File: src/rtl/cpu_ctrl_pkg.sv
// Shared encodings for the multicycle MIPS-subset control unit and its datapath:
// FSM states, opcode/funct constants, mux-select codes and control-word structs.
package cpu_ctrl_pkg;

    typedef enum logic [4:0] {
        S_RESET,
        S_FETCH,
        S_FETCH_WAIT,
        S_IR_LOAD,
        S_DECODE,
        S_R_EXEC,
        S_R_WB,
        S_ADDI_EXEC,
        S_ADDI_WB,
        S_ADDR,
        S_MEM_RD,
        S_MEM_WAIT,
        S_LW_WB,
        S_SW_WR,
        S_BRANCH,
        S_JUMP,
        S_JAL,
        S_JR,
        S_DIV_CHECK,
        S_MD_START,
        S_MD_WAIT,
        S_MD_WB,
        S_EXC_EPC,
        S_EXC_WAIT,
        S_EXC_LOAD
    } state_t;

    localparam logic [5:0] OP_RTYPE = 6'h00;
    localparam logic [5:0] OP_J     = 6'h02;
    localparam logic [5:0] OP_JAL   = 6'h03;
    localparam logic [5:0] OP_BEQ   = 6'h04;
    localparam logic [5:0] OP_BNE   = 6'h05;
    localparam logic [5:0] OP_ADDI  = 6'h08;
    localparam logic [5:0] OP_LW    = 6'h23;
    localparam logic [5:0] OP_SW    = 6'h2B;

    localparam logic [5:0] FN_JR   = 6'h08;
    localparam logic [5:0] FN_MULT = 6'h18;
    localparam logic [5:0] FN_DIV  = 6'h1A;
    localparam logic [5:0] FN_ADD  = 6'h20;
    localparam logic [5:0] FN_SUB  = 6'h22;
    localparam logic [5:0] FN_AND  = 6'h24;
    localparam logic [5:0] FN_SLT  = 6'h2A;

    localparam logic [2:0] PC_SRC_ALU    = 3'd0;
    localparam logic [2:0] PC_SRC_ALUOUT = 3'd1;
    localparam logic [2:0] PC_SRC_JUMP   = 3'd2;
    localparam logic [2:0] PC_SRC_REG_A  = 3'd3;
    localparam logic [2:0] PC_SRC_VECTOR = 3'd4;

    localparam logic [1:0] ALU_A_PC  = 2'd0;
    localparam logic [1:0] ALU_A_REG = 2'd1;

    localparam logic [1:0] ALU_B_REG      = 2'd0;
    localparam logic [1:0] ALU_B_FOUR     = 2'd1;
    localparam logic [1:0] ALU_B_SE16     = 2'd2;
    localparam logic [1:0] ALU_B_SE16_SH2 = 2'd3;

    localparam logic [2:0] ALU_ADD    = 3'd0;
    localparam logic [2:0] ALU_SUB    = 3'd1;
    localparam logic [2:0] ALU_AND    = 3'd2;
    localparam logic [2:0] ALU_SLT    = 3'd3;
    localparam logic [2:0] ALU_PASS_A = 3'd4;

    localparam logic [1:0] IORD_PC     = 2'd0;
    localparam logic [1:0] IORD_ALUOUT = 2'd1;
    localparam logic [1:0] IORD_EXC    = 2'd2;

    // Cause code selects vector byte 253 + cause.
    localparam logic [1:0] EXC_INVALID  = 2'd0;
    localparam logic [1:0] EXC_OVERFLOW = 2'd1;
    localparam logic [1:0] EXC_DIV_ZERO = 2'd2;

    localparam logic [1:0] REG_DST_RT = 2'd0;
    localparam logic [1:0] REG_DST_RD = 2'd1;
    localparam logic [1:0] REG_DST_SP = 2'd2;
    localparam logic [1:0] REG_DST_RA = 2'd3;

    localparam logic [1:0] M2R_ALUOUT  = 2'd0;
    localparam logic [1:0] M2R_MDR     = 2'd1;
    localparam logic [1:0] M2R_PC      = 2'd2;
    localparam logic [1:0] M2R_SP_INIT = 2'd3;

    localparam logic MD_SEL_MULT = 1'b0;
    localparam logic MD_SEL_DIV  = 1'b1;

    typedef struct packed {
        logic       pc_write;
        logic       mem_write;
        logic       ir_write;
        logic       reg_write;
        logic       a_load;
        logic       b_load;
        logic       alu_out_load;
        logic       mdr_load;
        logic       epc_write;
        logic       hi_write;
        logic       lo_write;
        logic       md_start;
        logic       md_sel;
        logic [2:0] pc_source;
        logic [1:0] alu_src_a;
        logic [1:0] alu_src_b;
        logic [2:0] alu_op;
        logic [1:0] iord;
        logic [1:0] reg_dst;
        logic [1:0] mem_to_reg;
    } ctrl_out_t;

    typedef struct packed {
        state_t     state;
        logic [7:0] sp_init;
    } ctrl_dbg_t;

    function automatic logic [2:0] rtype_alu_op(input logic [5:0] funct);
        case (funct)
            FN_SUB:  return ALU_SUB;
            FN_AND:  return ALU_AND;
            FN_SLT:  return ALU_SLT;
            default: return ALU_ADD;
        endcase
    endfunction

endpackage

File: src/rtl/control_unit_decode.sv
// Next-state and Moore output decode for the multicycle control FSM; also
// computes the next exception cause for the registered exc_vec.
module control_unit_decode
    import cpu_ctrl_pkg::*;
(
    input  state_t     state_q,
    input  logic [1:0] exc_vec_q,
    input  logic [5:0] opcode,
    input  logic [5:0] funct,
    input  logic       zero,
    input  logic       overflow,
    input  logic       div_zero,
    input  logic       md_done,
    output state_t     state_d,
    output logic [1:0] exc_vec_d,
    output ctrl_out_t  ctrl
);

    logic arith_ovf_funct;

    assign arith_ovf_funct = (funct == FN_ADD) || (funct == FN_SUB);

    always_comb begin
        state_d   = state_q;
        exc_vec_d = exc_vec_q;
        ctrl      = '0;

        case (state_q)
            S_RESET: begin
                ctrl.reg_write  = 1'b1;
                ctrl.reg_dst    = REG_DST_SP;
                ctrl.mem_to_reg = M2R_SP_INIT;
                state_d         = S_FETCH;
            end
            S_FETCH: begin
                ctrl.iord      = IORD_PC;
                ctrl.alu_src_a = ALU_A_PC;
                ctrl.alu_src_b = ALU_B_FOUR;
                ctrl.alu_op    = ALU_ADD;
                ctrl.pc_write  = 1'b1;
                ctrl.pc_source = PC_SRC_ALU;
                state_d        = S_FETCH_WAIT;
            end
            S_FETCH_WAIT: state_d = S_IR_LOAD;
            S_IR_LOAD: begin
                ctrl.ir_write = 1'b1;
                state_d       = S_DECODE;
            end
            S_DECODE: begin
                // Branch target is precomputed here while A/B load.
                ctrl.a_load       = 1'b1;
                ctrl.b_load       = 1'b1;
                ctrl.alu_out_load = 1'b1;
                ctrl.alu_src_a    = ALU_A_PC;
                ctrl.alu_src_b    = ALU_B_SE16_SH2;
                ctrl.alu_op       = ALU_ADD;
                state_d           = S_EXC_EPC;
                exc_vec_d         = EXC_INVALID;
                case (opcode)
                    OP_RTYPE: begin
                        case (funct)
                            FN_ADD, FN_SUB, FN_AND, FN_SLT: state_d = S_R_EXEC;
                            FN_JR:   state_d = S_JR;
                            FN_MULT: state_d = S_MD_START;
                            FN_DIV:  state_d = S_DIV_CHECK;
                            default: state_d = S_EXC_EPC;
                        endcase
                    end
                    OP_ADDI:        state_d = S_ADDI_EXEC;
                    OP_LW, OP_SW:   state_d = S_ADDR;
                    OP_BEQ, OP_BNE: state_d = S_BRANCH;
                    OP_J:           state_d = S_JUMP;
                    OP_JAL:         state_d = S_JAL;
                    default:        state_d = S_EXC_EPC;
                endcase
            end
            S_R_EXEC: begin
                ctrl.alu_src_a    = ALU_A_REG;
                ctrl.alu_src_b    = ALU_B_REG;
                ctrl.alu_op       = rtype_alu_op(funct);
                ctrl.alu_out_load = 1'b1;
                if (overflow && arith_ovf_funct) begin
                    state_d   = S_EXC_EPC;
                    exc_vec_d = EXC_OVERFLOW;
                end else begin
                    state_d = S_R_WB;
                end
            end
            S_R_WB: begin
                ctrl.reg_write  = 1'b1;
                ctrl.reg_dst    = REG_DST_RD;
                ctrl.mem_to_reg = M2R_ALUOUT;
                state_d         = S_FETCH;
            end
            S_ADDI_EXEC: begin
                ctrl.alu_src_a    = ALU_A_REG;
                ctrl.alu_src_b    = ALU_B_SE16;
                ctrl.alu_op       = ALU_ADD;
                ctrl.alu_out_load = 1'b1;
                if (overflow) begin
                    state_d   = S_EXC_EPC;
                    exc_vec_d = EXC_OVERFLOW;
                end else begin
                    state_d = S_ADDI_WB;
                end
            end
            S_ADDI_WB: begin
                ctrl.reg_write  = 1'b1;
                ctrl.reg_dst    = REG_DST_RT;
                ctrl.mem_to_reg = M2R_ALUOUT;
                state_d         = S_FETCH;
            end
            S_ADDR: begin
                ctrl.alu_src_a    = ALU_A_REG;
                ctrl.alu_src_b    = ALU_B_SE16;
                ctrl.alu_op       = ALU_ADD;
                ctrl.alu_out_load = 1'b1;
                state_d           = (opcode == OP_SW) ? S_SW_WR : S_MEM_RD;
            end
            S_MEM_RD: begin
                ctrl.iord = IORD_ALUOUT;
                state_d   = S_MEM_WAIT;
            end
            S_MEM_WAIT: begin
                ctrl.mdr_load = 1'b1;
                state_d       = S_LW_WB;
            end
            S_LW_WB: begin
                ctrl.reg_write  = 1'b1;
                ctrl.reg_dst    = REG_DST_RT;
                ctrl.mem_to_reg = M2R_MDR;
                state_d         = S_FETCH;
            end
            S_SW_WR: begin
                ctrl.iord      = IORD_ALUOUT;
                ctrl.mem_write = 1'b1;
                state_d        = S_FETCH;
            end
            S_BRANCH: begin
                ctrl.alu_src_a = ALU_A_REG;
                ctrl.alu_src_b = ALU_B_REG;
                ctrl.alu_op    = ALU_SUB;
                ctrl.pc_source = PC_SRC_ALUOUT;
                ctrl.pc_write  = ((opcode == OP_BEQ) && zero) || ((opcode == OP_BNE) && !zero);
                state_d        = S_FETCH;
            end
            S_JUMP: begin
                ctrl.pc_write  = 1'b1;
                ctrl.pc_source = PC_SRC_JUMP;
                state_d        = S_FETCH;
            end
            S_JAL: begin
                // PC already holds the return address (+4 applied in FETCH).
                ctrl.pc_write   = 1'b1;
                ctrl.pc_source  = PC_SRC_JUMP;
                ctrl.reg_write  = 1'b1;
                ctrl.reg_dst    = REG_DST_RA;
                ctrl.mem_to_reg = M2R_PC;
                state_d         = S_FETCH;
            end
            S_JR: begin
                ctrl.pc_write  = 1'b1;
                ctrl.pc_source = PC_SRC_REG_A;
                state_d        = S_FETCH;
            end
            S_DIV_CHECK: begin
                if (div_zero) begin
                    state_d   = S_EXC_EPC;
                    exc_vec_d = EXC_DIV_ZERO;
                end else begin
                    state_d = S_MD_START;
                end
            end
            S_MD_START: begin
                ctrl.md_start = 1'b1;
                state_d       = S_MD_WAIT;
            end
            S_MD_WAIT: begin
                if (md_done) begin
                    state_d = S_MD_WB;
                end
            end
            S_MD_WB: begin
                ctrl.hi_write = 1'b1;
                ctrl.lo_write = 1'b1;
                ctrl.md_sel   = (funct == FN_DIV) ? MD_SEL_DIV : MD_SEL_MULT;
                state_d       = S_FETCH;
            end
            S_EXC_EPC: begin
                // EPC gets the faulting instruction's address: PC was already advanced by 4.
                ctrl.alu_src_a = ALU_A_PC;
                ctrl.alu_src_b = ALU_B_FOUR;
                ctrl.alu_op    = ALU_SUB;
                ctrl.epc_write = 1'b1;
                ctrl.iord      = IORD_EXC;
                state_d        = S_EXC_WAIT;
            end
            S_EXC_WAIT: begin
                ctrl.iord = IORD_EXC;
                state_d   = S_EXC_LOAD;
            end
            S_EXC_LOAD: begin
                ctrl.pc_write  = 1'b1;
                ctrl.pc_source = PC_SRC_VECTOR;
                state_d        = S_FETCH;
                exc_vec_d      = EXC_INVALID;
            end
            default: state_d = S_RESET;
        endcase
    end

endmodule

File: src/rtl/control_unit.sv
// Multicycle control FSM for the MIPS-subset processor: holds the state and
// exception-cause registers and fans the decoded control word out to the datapath.
module control_unit
    import cpu_ctrl_pkg::*;
#(
    parameter int SP_INIT = 227
) (
    input  logic       clock,
    input  logic       reset,
    input  logic [5:0] opcode,
    input  logic [5:0] funct,
    input  logic       zero,
    input  logic       overflow,
    input  logic       div_zero,
    input  logic       md_done,
    output logic       pc_write,
    output logic       mem_write,
    output logic       ir_write,
    output logic       reg_write,
    output logic       a_load,
    output logic       b_load,
    output logic       alu_out_load,
    output logic       mdr_load,
    output logic       epc_write,
    output logic       hi_write,
    output logic       lo_write,
    output logic       md_start,
    output logic       md_sel,
    output logic [2:0] pc_source,
    output logic [1:0] alu_src_a,
    output logic [1:0] alu_src_b,
    output logic [2:0] alu_op,
    output logic [1:0] iord,
    output logic [1:0] exc_vec,
    output logic [1:0] reg_dst,
    output logic [1:0] mem_to_reg,
    output ctrl_dbg_t  dbg
);

    state_t     state_q, state_d;
    logic [1:0] exc_vec_q, exc_vec_d;
    ctrl_out_t  ctrl;

    always_ff @(posedge clock or negedge reset) begin
        if (!reset) begin
            state_q   <= S_RESET;
            exc_vec_q <= EXC_INVALID;
        end else begin
            state_q   <= state_d;
            exc_vec_q <= exc_vec_d;
        end
    end

    control_unit_decode u_decode (
        .state_q   (state_q),
        .exc_vec_q (exc_vec_q),
        .opcode    (opcode),
        .funct     (funct),
        .zero      (zero),
        .overflow  (overflow),
        .div_zero  (div_zero),
        .md_done   (md_done),
        .state_d   (state_d),
        .exc_vec_d (exc_vec_d),
        .ctrl      (ctrl)
    );

    assign pc_write     = ctrl.pc_write;
    assign mem_write    = ctrl.mem_write;
    assign ir_write     = ctrl.ir_write;
    assign reg_write    = ctrl.reg_write;
    assign a_load       = ctrl.a_load;
    assign b_load       = ctrl.b_load;
    assign alu_out_load = ctrl.alu_out_load;
    assign mdr_load     = ctrl.mdr_load;
    assign epc_write    = ctrl.epc_write;
    assign hi_write     = ctrl.hi_write;
    assign lo_write     = ctrl.lo_write;
    assign md_start     = ctrl.md_start;
    assign md_sel       = ctrl.md_sel;
    assign pc_source    = ctrl.pc_source;
    assign alu_src_a    = ctrl.alu_src_a;
    assign alu_src_b    = ctrl.alu_src_b;
    assign alu_op       = ctrl.alu_op;
    assign iord         = ctrl.iord;
    assign reg_dst      = ctrl.reg_dst;
    assign mem_to_reg   = ctrl.mem_to_reg;
    assign exc_vec      = exc_vec_q;

    // SP_INIT is echoed so the datapath's reset-time stack value can be cross-checked.
    assign dbg.state   = state_q;
    assign dbg.sp_init = 8'(SP_INIT);

endmodule
File: config.mk
export PLATFORM = sky130hd
export DESIGN_NAME = control_unit
export DESIGN_NICKNAME = d
export VERILOG_FILES = /design/src/rtl/cpu_ctrl_pkg.sv /design/src/rtl/control_unit_decode.sv /design/src/rtl/control_unit.sv
export SDC_FILE = /design/constraint.sdc
export NUM_CORES = 1
export LEC_CHECK = 0
export CORE_ASPECT_RATIO = 2
export CORE_MARGIN = 1.5
export CORE_UTILIZATION = 43
export CTS_BUF_LIST = sky130_fd_sc_hd__clkbuf_4 sky130_fd_sc_hd__clkbuf_8 sky130_fd_sc_hd__clkbuf_16
export DETAILED_ROUTE_END_ITERATION = 10
export PLACE_DENSITY_LB_ADDON = 0.12
export SETUP_SLACK_MARGIN = 0.2
export SLEW_MARGIN = 0
export SYNTH_ARGS = -nofsm -noshare
export SYNTH_HDL_FRONTEND = slang
export SYNTH_SLANG_ARGS = --single-unit
File: constraint.sdc
create_clock -name clock -period 2.4 [get_ports clock]
set_input_delay 0.24 -clock clock [delete_from_list [all_inputs] [get_ports clock]]
set_output_delay 0.24 -clock clock [all_outputs]
set_load 0.02 [all_outputs]
==> Word-level counts from Yosys, hierarchy flattened <==
Index checks and enable logic that the tools add are counted.
{ "word_totals": {"reg_bits": 7, "inputBits": 18, "out_inout_bits": 44} }
{ "classes": {"eq_ne": 42, "muxes": 29, "n_reduce_logical": 22} }
{ "op_table": {"columns": ["operator", "n"], "rows": [
  ["$pmux 5 s15", 1],
  ["$eq 5x5->1 const B", 9],
  ["$eq 5x4->1 const B", 8],
  ["$eq 6x6->1 const B", 6],
  ["$pmux 6 s6", 1],
  ["$pmux 5 s6", 1],
  ["$eq 5x3->1 const B", 4],
  ["$pmux 5 s4", 1],
  ["$pmux 4 s4", 1],
  ["$mux 5", 3],
  ["$reduce_or 2->1", 7],
  ["$eq 6x2->1 const B", 2],
  ["$eq 6x3->1 const B", 2],
  ["$eq 6x4->1 const B", 2],
  ["$eq 6x5->1 const B", 2],
  ["$pmux 3 s4", 1],
  ["$reduce_or 11->1", 1],
  ["$eq 5x2->1 const B", 2],
  ["$mux 2", 5],
  ["$reduce_or 5->1", 2],
  ["$mux 1", 9],
  ["$pmux 2 s4", 1],
  ["$reduce_or 4->1", 2],
  ["$logic_not 6->1", 1],
  ["other kinds (13)", 19]
]} }

==> Longest topological paths before layout <==
{ "depth": {"depth_word": 5, "ltp_mapped": 7} }

==> Hierarchy <==
Synthesis repeated with hierarchy kept, for this count alone.
{ "hier_totals": {"hier_cells": 202, "hier_area_um2": 1358.8} }
{ "modules_own_cells": {"columns": ["module", "instances", "cells_each", "area_each_um2", "seq_area_each_um2"], "rows": [
  ["control_unit_decode", 1, 185, 1116.1, 0.0],
  ["control_unit", 1, 17, 242.7, 175.2]
]} }

==> Worst setup path before layout <==
No wires, ideal clock.
{ "synth_path": {"path_kind": "register -> output", "from": "register state_q[0]", "to": "output reg_dst[1]", "t_arrival_ns": 2.103, "setup_slack_ns": 0.057, "stages_incl_launch_ff": 6, "path_buffers": 4, "cell_sequence": "dfrtp_1 > buf_2 > buf_1 > buf_1 > nor4_1 > buf_4"} }
{ "synth_between": {"elab_chain_len": 2, "elab_cells_between_ends": 5, "cone_classes": "eq/ne: 3; mux: 1; reduce/logical: 1"} }
{ "synth_rtl": {"columns": ["item", "line_no", "text"], "rows": [
  ["start, declared", "control_unit.sv:40", "state_t state_q, state_d;"],
  ["start signal, assigned", "control_unit.sv:49", "state_q <= state_d;"],
  ["$eq 5x5->1, or another cell as far along", "control_unit_decode.sv:28", "case (state_q)"],
  ["$pmux 4 s4 *", "control_unit_decode.sv:28", null],
  ["end, declared", "control_unit.sv:35", "output logic [1:0] reg_dst,"]
]} }
Every way passes the cells marked *; elsewhere a longest branch is shown, timed or not.

==> Worst setup path after layout <==
{ "layout_path": {"from": "register state_q[4]", "to": "output lo_write"} }
{ "layout_between": {"elab_chain_len": 2} }
{ "layout_rtl": {"columns": ["item", "line_no", "text"], "rows": [
  ["$eq 5x5->1", "control_unit_decode.sv:28", null],
  ["$mux 2", "control_unit_decode.sv:28", null],
  ["end, declared", "control_unit.sv:26", "output logic lo_write,"]
]} }
No other way between the ends.

==> impl_metrics.toml <==
[die]
die-area_mm2 = 0.00361
core_area_mm2 = 0.00312
die_w_um = 43.2
num_rows = 29
io_pins = 62
die-height_um = 83.5
start_util = 0.446

[logic_synthesis]
yosysWarnings = 0
synth_top_cell_area_share = 0.126
avgSynthCellArea_um2 = 6.73
ys_types = 53
synthFlopType = "dfrtp_1"
synth_enable_flop_cells = 0
async_flop_share = 1.00
synth_area_mm2 = 0.00139
yosysTopAreaCell = "dfrtp_1"
ys_ff_latch = 7
seq_area_frac_synth = 0.126
synth_area_leaders = "dfrtp_1 (13%), buf_4 (8.6%), nor2_1 (7.5%)"
synth_cells = 207

[setup_path]
cp_num_buf_inv = 2
startpoint_type = "flip-flop"
path_cells = "inv_1, or2_2, nor2_1, clkdlybuf4s50_1"
setup.worst_path.class = "flip-flop to output pin"
end_kind = "output pin"
crit_required_ns = 2.16
critPathSlowestCell = "clkdlybuf4s50_1"
crit_path_max_fanout = 8
crit_family = "buffers and inverters"
crit_path_max_incr_delay_ns = 0.62
arrival_ns = 1.91

[worst_hold_path]
holdCritPathClass = "primary input to asynchronous set/reset pin"

[sta]
min_period_ns = 2.15
rsz0062_at_grt = "false"
drv_slew = 0
report.final.hold_viol_count = 0
tns_ns = 0
max_freq_ghz = 0.465
holdWs_ns = 0.291
finalSetupViolations = 0
finClkSkew_ns = 0.00406
fin_crit_sh = 0.896

[placement]
hpwlAfterDp_mm = 3.67
port_buffers = 51
gp_congestion = 0.885

[route]
avgViaCountPerCell = 6.09
final_antenna_net_count = 0
route.detailed.drc = 0
first_iter_violations = 96
firstDrtPassIters = 4
wire_per_inst_um = 15.7
drt_wl_total_mm = 4.63
num_vias = 1789

[pwr]
power_density_mw_per_mm2 = 1110
swShare = 0.521
pwr-share-comb = 0.803
p_sw_mw = 1.18
p_seq_frac = 0.116
internal-power_mw = 1.09
ir_worst_vdd_v = 0.000498
clkPwrFrac = 0.081
p_leak_nw = 0.975

[finish]
n_fill_cell = 296
area_growth_pct = 46.3
multi_input_area_mm2 = 0.00105
final_layout_size_suffix_gt1_frac = 0.163
nets = 282
ff_latch_area_um2 = 178
diodes = 0

[clock_tree]
cts_tree = "built"
cts-root-buf = "clkbuf_8"
ctsHtreeMaxLevel = 1
clk_path_buf_depth = 2
numCtsBuffers = 3
cts_sinks = 7
clkLatencyLatePin_ns = 0.23
path_clk_slew_ns = 0.04

[run]
maxCapViolCount = 0

[global_routing]
grt_pass1_vias = 1747
grt_pass1_wl_mm = 7.65
grt_usage = 0.266
grt_overflow = 0
antenna_found_initial = 0
grt_max_degree = 18

[status]
outcome = "finished clean"
## power by group through the flow
stage	clock [mW]	sequential, mW	combinational (mW)
global placement	0	0.255	1.86
detailed placement	0	0.255	1.86
global route	0.187	0.272	1.97
CTS	0.181	0.259	1.82
floorplan	0	0.281	1.14
finish	0.183	0.263	1.82
## cells in the mapped netlist (4+ instances only)
master	n
nor2_1	28
buf_4	16
nand2_1	13
a21oi_1	11
nor2b_1	11
nor3_1	11
dfrtp_1	7
inv_1	7
nor3b_1	7
o21ai_0	7
clkbuf_1	6
nand2b_1	6
and3_1	4
o211ai_1	4
o21ai_1	4
o32ai_1	4
## cells by family (layout without fill, tap and decap cells)
logic type             count (synthesis)  count (layout)  share of synthesized area
multiplexers                           1               1                    0.00719
other                                  2              10                    0.00539
flip-flops                             7               7                      0.126
buffers and inverters                 39              87                      0.167
XOR/XNOR                               3               3                     0.0189
AO/OA/AOI/OAI                         52              52                      0.252
AND/OR/NAND/NOR                      103             103                      0.423
## metrics by stage
| step | total power, mW | setup slack, ns | instances | cell area [µm²] | util |
|---|---|---|---|---|---|
| after floorplan | 1.43 | 0.176 | 215 | 1440 | - |
| after global placement | 2.11 | 0.132 | 290 | 1970 | 0.631 |
| after detailed placement | 2.11 | 0.121 | 290 | 1970 | 0.631 |
| after CTS | 2.26 | 0.201 | 294 | 2020 | 0.646 |
| after global routing | 2.42 | 0.204 | 294 | 2040 | 0.653 |
| final | 2.27 | 0.250 | 294 | 2040 | 0.653 |
## cells in the final DEF, fill, tap and decap left out, drive strengths merged, types with 4 or more instances in the layout
master         instances
clkdlybuf4s50         31
dfrtp                  7
nor3                  12
dlymetal6s2s           8
nor2b                 11
o211ai                 4
and3                   5
nand2b                 6
nand2                 14
nor2                  28
dlygate4sd2           12
o32ai                  4
nor3b                  7
o21ai                 11
a21oi                 11
conb                  10
inv                    8
buf                   24
clkbuf                 4
## metal layers
layer	share of wire	track usage	vias to the layer above
met5	0	0	-
li1	-	-	843
met3	0.047	0.0325	24
met2	0.55	0.499	77
met4	0.052	0.138	0
met1	0.35	0.265	845
## cell type report
| cell class | instances | share of cell area |
|---|---|---|
| repair buffers | 75 | 0.342 |
| inverters | 8 | 0.0147 |
| flip-flops and latches | 7 | 0.0872 |
| multi-input cells | 169 | 0.514 |
| clock buffers | 4 | 0.0240 |
| well taps | 31 | 0.0190 |
## state kept, by name, indices dropped and copies added, names as in the netlist
| register | count |
|---|---|
| exc_vec | 2 |
| state_q | 5 |
## timing repair
action                                 CTS  global route
hold buffers                             0             0
setup endpoints to repair               15            10
gates resized for setup                 16             9
setup buffers                            0             0
endpoints found under the hold margin    0             0
## path summary, 6_finish.rpt
| path | startpoint | to | slack [ns] | depth (start not counted) |
|---|---|---|---|---|
| worst max-delay path | state_q[4] | lo_write | 0.25 | 4 |
| worst min register to register | exc_vec[0] | exc_vec[0] | 0.51 | 2 |
| worst min-delay path | reset | exc_vec[1] | 0.29 | 1 |
| max in group asynchronous | reset | state_q[2] | 1.82 | 1 |
| worst max register to register | state_q[1] | exc_vec[1] | 0.34 | 6 |
| min in group clock | exc_vec[0] | exc_vec[0] | 0.51 | 2 |
Power figures use the tool's default switching activity.
